===== src/rtl/store_buffer_pkg.sv =====
// Shared types and constants for the store buffer: funct3 encodings, entry layout, FSM states.
package store_buffer_pkg;

  localparam logic [6:0] OP_STORE = 7'b0100011;
  localparam logic [2:0] F3_SB    = 3'b000;
  localparam logic [2:0] F3_SH    = 3'b001;
  localparam logic [2:0] F3_SW    = 3'b010;

  // Entries carry the widest supported address; narrower instances zero-extend.
  localparam int unsigned SB_ADDR_W_MAX = 64;

  typedef struct packed {
    logic [SB_ADDR_W_MAX-1:0] addr;
    logic [31:0]              wdata;
    logic [3:0]               be;
  } sb_entry_t;

  typedef enum logic {
    StIdle,
    StIssue
  } sb_state_e;

endpackage


===== src/rtl/store_lane_align.sv =====
// Combinational lane alignment for stores: byte enables, shifted data and legality check.
module store_lane_align
  import store_buffer_pkg::*;
(
  input  logic [2:0]  i_funct3,
  input  logic [1:0]  i_offset,
  input  logic [31:0] i_data,
  output logic [3:0]  o_be,
  output logic [31:0] o_wdata,
  output logic        o_illegal
);

  logic [4:0] w_shamt;

  assign w_shamt = {i_offset, 3'b000};

  always_comb begin
    o_be      = 4'b0000;
    o_wdata   = 32'h0;
    o_illegal = 1'b0;
    unique case (i_funct3)
      F3_SB: begin
        o_be    = 4'b0001 << i_offset;
        o_wdata = {24'h0, i_data[7:0]} << w_shamt;
      end
      F3_SH: begin
        o_be      = 4'b0011 << i_offset;
        o_wdata   = {16'h0, i_data[15:0]} << w_shamt;
        o_illegal = i_offset[0];
      end
      F3_SW: begin
        o_be      = 4'b1111;
        o_wdata   = i_data;
        o_illegal = |i_offset;
      end
      default: o_illegal = 1'b1;
    endcase
  end

endmodule


===== src/rtl/store_buffer.sv =====
// FIFO store buffer between MEM stage and data memory, with req/ack retirement
// and word-granular load hazard detection against pending stores.
module store_buffer
  import store_buffer_pkg::*;
#(
  parameter int unsigned DEPTH  = 4,
  parameter int unsigned ADDR_W = 32
) (
  input  logic              clk,
  input  logic              rst_n,
  input  logic              st_valid,
  output logic              st_ready,
  input  logic [ADDR_W-1:0] st_addr,
  input  logic [31:0]       st_data,
  input  logic [2:0]        st_funct3,
  output logic              st_err,
  input  logic [ADDR_W-1:0] ld_addr,
  output logic              ld_hazard,
  output logic              empty,
  output logic              mem_req,
  output logic [ADDR_W-1:0] mem_addr,
  output logic [31:0]       mem_wdata,
  output logic [3:0]        mem_be,
  input  logic              mem_ack
);

  localparam int unsigned PW = $clog2(DEPTH);
  localparam int unsigned CW = $clog2(DEPTH) + 1;
  localparam logic [CW-1:0] FULL_CNT = CW'(DEPTH);

  logic [PW-1:0] r_wr_ptr;
  logic [PW-1:0] r_rd_ptr;
  logic [CW-1:0] r_count;
  logic [CW-1:0] w_count_d;
  sb_entry_t     r_entries [DEPTH];
  logic [DEPTH-1:0] r_valid;
  sb_state_e     r_state;
  sb_state_e     w_state_d;
  logic          r_err;

  logic [3:0]    w_be;
  logic [31:0]   w_wdata;
  logic          w_illegal;
  logic          w_accept;
  logic          w_push;
  logic          w_pop;
  sb_entry_t     w_new_entry;
  sb_entry_t     w_head;
  logic          w_unused;

  store_lane_align u_lane_align (
    .i_funct3  (st_funct3),
    .i_offset  (st_addr[1:0]),
    .i_data    (st_data),
    .o_be      (w_be),
    .o_wdata   (w_wdata),
    .o_illegal (w_illegal)
  );

  // Ready comes from the registered count only, so a pop never frees a slot combinationally.
  assign st_ready = (r_count < FULL_CNT);
  assign empty    = (r_count == '0);
  assign w_accept = st_valid & st_ready;
  assign w_push   = w_accept & ~w_illegal;
  assign w_pop    = (r_state == StIssue) & mem_ack;
  assign st_err   = r_err;

  always_comb begin
    w_new_entry                   = '0;
    w_new_entry.addr[ADDR_W-1:0]  = st_addr;
    w_new_entry.wdata             = w_wdata;
    w_new_entry.be                = w_be;
  end

  always_comb begin
    w_count_d = r_count;
    unique case ({w_push, w_pop})
      2'b10:   w_count_d = r_count + CW'(1);
      2'b01:   w_count_d = r_count - CW'(1);
      default: w_count_d = r_count;
    endcase
  end

  always_ff @(posedge clk or negedge rst_n) begin
    if (!rst_n) begin
      r_wr_ptr <= '0;
      r_rd_ptr <= '0;
      r_count  <= '0;
      r_valid  <= '0;
      r_err    <= 1'b0;
      for (int i = 0; i < DEPTH; i++) begin
        r_entries[i] <= '0;
      end
    end else begin
      r_count <= w_count_d;
      r_err   <= w_accept & w_illegal;
      if (w_pop) begin
        r_valid[r_rd_ptr] <= 1'b0;
        r_rd_ptr          <= r_rd_ptr + PW'(1);
      end
      if (w_push) begin
        r_entries[r_wr_ptr] <= w_new_entry;
        r_valid[r_wr_ptr]   <= 1'b1;
        r_wr_ptr            <= r_wr_ptr + PW'(1);
      end
    end
  end

  always_ff @(posedge clk or negedge rst_n) begin
    if (!rst_n) begin
      r_state <= StIdle;
    end else begin
      r_state <= w_state_d;
    end
  end

  always_comb begin
    w_state_d = r_state;
    unique case (r_state)
      StIdle:  if (w_count_d != '0) w_state_d = StIssue;
      StIssue: if (w_count_d == '0) w_state_d = StIdle;
      default: w_state_d = StIdle;
    endcase
  end

  assign w_head    = r_entries[r_rd_ptr];
  assign mem_req   = (r_state == StIssue);
  assign mem_addr  = mem_req ? {w_head.addr[ADDR_W-1:2], 2'b00} : '0;
  assign mem_wdata = mem_req ? w_head.wdata : 32'h0;
  assign mem_be    = mem_req ? w_head.be : 4'b0000;

  // The head being popped this cycle is still valid here, so the load keeps stalling.
  always_comb begin
    ld_hazard = 1'b0;
    for (int i = 0; i < DEPTH; i++) begin
      if (r_valid[i] && (r_entries[i].addr[ADDR_W-1:2] == ld_addr[ADDR_W-1:2])) begin
        ld_hazard = 1'b1;
      end
    end
  end

  assign w_unused = ^{ld_addr[1:0], w_head.addr};

endmodule


===== config.mk =====
export PLATFORM = sky130hd
export DESIGN_NAME = store_buffer
export DESIGN_NICKNAME = d
export VERILOG_FILES = /design/src/rtl/store_buffer_pkg.sv /design/src/rtl/store_lane_align.sv /design/src/rtl/store_buffer.sv
export SDC_FILE = /design/constraint.sdc
export NUM_CORES = 1
export LEC_CHECK = 0
export BUFFER_PORTS_ARGS = -buffer_cell sky130_fd_sc_hd__buf_4
export CAP_MARGIN = 30
export CELL_PAD_IN_SITES_DETAIL_PLACEMENT = 0
export CELL_PAD_IN_SITES_GLOBAL_PLACEMENT = 1
export CORE_MARGIN = 2
export CORE_UTILIZATION = 46
export DETAILED_ROUTE_END_ITERATION = 7
export GPL_TIMING_DRIVEN = 1
export PLACE_DENSITY = 0.89
export RECOVER_POWER = 50
export SETUP_SLACK_MARGIN = 0.2
export SLEW_MARGIN = 20
export SYNTH_ARGS = -nofsm -noshare
export SYNTH_HDL_FRONTEND = slang
export SYNTH_SLANG_ARGS = --single-unit

===== constraint.sdc =====
create_clock -name clk -period 2.3 [get_ports clk]
set_input_delay 0.115 -clock clk [delete_from_list [all_inputs] [get_ports clk]]
set_output_delay 0.115 -clock clk [all_outputs]
set_load 0.005 [all_outputs]

==> metrics.txt <==
Switch Pwr 0.00686 W; Mapped Cells 1445; worst r2r src r_count[2]; Hold Fails Final Rpt 0; Period minus WS final between 2 and 2.5 ns; Ports 176; total number of vias 11500; most frequent cell after synthesis nand2_1; CTS tree yes; slowest stage cell, crit path mux4_2; TNS Setup 0 ns; utilization of the core after routing between 50% and 60%; Buf/Inv on CP 3; Fin Hold WS 0.0374 ns; max-cap viol count 1; Netlist Area Pre-Place approximately 14000 sq um; library cells used by synthesis 38; Avg Cell Area, Syn 9.88 sq um; drt first pass iters 7; clk sinks 277; Pleak 8.52 nW; global route overflow 0; Routed Antenna Nets 0; Root Buffer clkbuf_16; Int Power 0.0137 W; Die W 180 um; Worst VDD drop ~0.71 mV; Detailed Route WL 41500 um; Buffers on Ports 171; Final #Nets around 1800; initial antenna violation count 1; Setup crit start r_rd_ptr[0]; non-filler cells, final 2067; core box area approximately 30000 sq um; failing checks max-capacitance violations, max-slew violations; # fillers 2526; Crit path depth 5; register area share after synthesis between 40 and 50%; Global Route Usage Sum 25.5%; dpl cells 1935; CP Class reg2out; Clock transition at path regs 0.06 ns; Power, Total about 0.02 W; fmax 438 MHz; worst path required time 2.18 ns; num rows 64; Worst R2R Setup Slack 0.28 ns; Starting Density a little under half; outcome complete, but fails checks; Vias per Instance ~5.6; Slew headroom -15.7%; Comb pwr share about two fifths; share of post-route cells with drive strength above 1 about a quarter; crit path max fanout 5; HP Class in2reg; CTS H-tree depth 1; Pwr Density 1140 nW/um^2; GPL Wtd Cong 0.891; die height 180 um; YS warnings 0; pin count of the biggest net entering global routing just under 100; initial drt markers 1028; #FFs+latches synth 277; Slew Limit Fails 74; Clock power frac a little under a quarter; Cell Chain, Critical Path buf_8 -> buf_12 -> mux4_2 -> and2_1 -> buf_4; first-pass GRT wire length 65400 um; cell accounting for the most synthesized area dfrtp_1; share of flip-flops with an asynchronous set or reset 100%; clk_lat worst skew approximately 0.56 ns; Antenna Cells 0; top cell type's share of synthesized area approximately 49%; Worst Path Arrival 2.17 ns; Worst Skew around 0.020 ns; fin crit share 99.2%; commonest cells in the netlist nand2_1 (518), dfrtp_1 (277), o21ai_0 (110), xnor2_1 (80), and2_1 (68); Critical Path Sink mem_wdata[12]; number of synthesized flops with an enable pin 0; CP delay by family, top multiplexers; Least-Margin Pin Slew about 1.7 ns; Max stage delay on crit path ~0.55 ns; full die area 32500 sq um; path depth of the worst reg2reg path 9; number of global-route vias before repair 11800; RSZ-0062 raised after global routing true; Clock Path Buffers 3; Synth area leaders dfrtp_1 (49%), nand2_1 (14%), mux4_2 (10%); Flop pwr share a little under two fifths; CTS buffer count 30; switching share of power approximately 33%; P&R area growth vs syn 26.4%; Setup crit end kind output port; Worst setup SP type flop; Final setup viols 0; Synth Flop Type dfrtp_1; post-detail-place hpwl 26800 um; worst reg2reg endpoint mem_req; DRC 0; DR WL/cell about 20 um
==> worst min-delay path by stage <==
stage	start	cells past startpoint	slack, ns	to
floorplan	rst_n	0	-0.18	mem_req
global placement	rst_n	1	0.12	r_entries[335]
detailed placement	rst_n	1	0.13	r_entries[335]
CTS	st_data[26]	3	0.02	r_entries[330]
global route	mem_ack	4	0.05	r_rd_ptr[1]
finish	st_valid	4	0.04	r_wr_ptr[0]
==> through the flow <==
stage               setup slack (ns)  instance area (sq um)
global placement               0.166                  16000
floorplan                      0.204                  14300
detailed placement             0.126                  16000
CTS                         -0.00283                  17800
global route                 -0.0321                  18000
finish                        0.0179                  18000
==> registers in the layout, indices dropped and copies added, names as in the netlist <==
register / flops
mem_req: 1
r_count: 3
r_entries: 264
r_rd_ptr: 2
r_valid: 4
r_wr_ptr: 2
st_err: 1
==> worst min-delay path: stages <==
cell and delay (ns):
buf_4 0.10, nor2b_1 0.13, nand2_1 0.13, xnor2_1 0.08
==> final cells by class <==
| type | count | area (sq um) | area share (%) |
|---|---|---|---|
| flip-flops and latches | 277 | 6940 | 38.5 |
| clock inverters | 5 | 43.8 | 0.243 |
| inverters | 9 | 33.8 | 0.187 |
| multi-input cells | 1051 | 6950 | 38.5 |
| repair buffers | 280 | 2650 | 14.7 |
| clock buffers | 49 | 932 | 5.17 |
| well taps | 396 | 495 | 2.75 |
==> power groups by stage <==
stage / combinational [W] / clock (W) / sequential, W
finish: 0.00824 / 0.00475 / 0.00762
global route: 0.00900 / 0.00501 / 0.00778
CTS: 0.00753 / 0.00479 / 0.00756
detailed placement: 0.00702 / 0 / 0.00771
global placement: 0.00689 / 0 / 0.00763
floorplan: 0.00455 / 0 / 0.00727
==> routing by layer <==
| metal | wire length (um) | up-vias | track usage, % |
|---|---|---|---|
| li1 | - | 5221 | - |
| met1 | 17300 | 5671 | 35.4 |
| met2 | 19300 | 529 | 40.4 |
| met3 | 3430 | 97 | 4.83 |
| met4 | 1460 | 2 | 8.39 |
| met5 | 18 | - | 0 |
==> cell families after synthesis <==
family | Yosys count | synth area share, %
multiplexers | 80 | 11.5
adder cells (fa/ha/maj) | 10 | 0.929
AND/OR/NAND/NOR | 653 | 19.6
XOR/XNOR | 125 | 7.67
other | 1 | 0.0263
flip-flops | 277 | 48.5
AO/OA/AOI/OAI | 181 | 7.30
buffers and inverters | 118 | 4.47
==> cells in the final DEF (no fill, tap or decap), types with 24 or more instances in the layout <==
master           n
a22oi_1         24
and2_1          40
and2_4          28
buf_4          159
buf_6           34
clkbuf_16       32
dfrtp_1        274
dlygate4sd3_1   63
mux4_2          66
nand2_1        518
nand4_1         25
o21ai_0        110
xnor2_1         68
xor2_1          45
==> what timing repair did <==
action	in CTS	in global routing
gates cloned	2	2
hold endpoints to repair	312	0
pin swaps	3	16
setup endpoints to repair	67	121
hold buffers	63	0
resized for setup	15	72
buffers inserted	8	3
No activity file was read; power rests on OpenSTA's default activity.
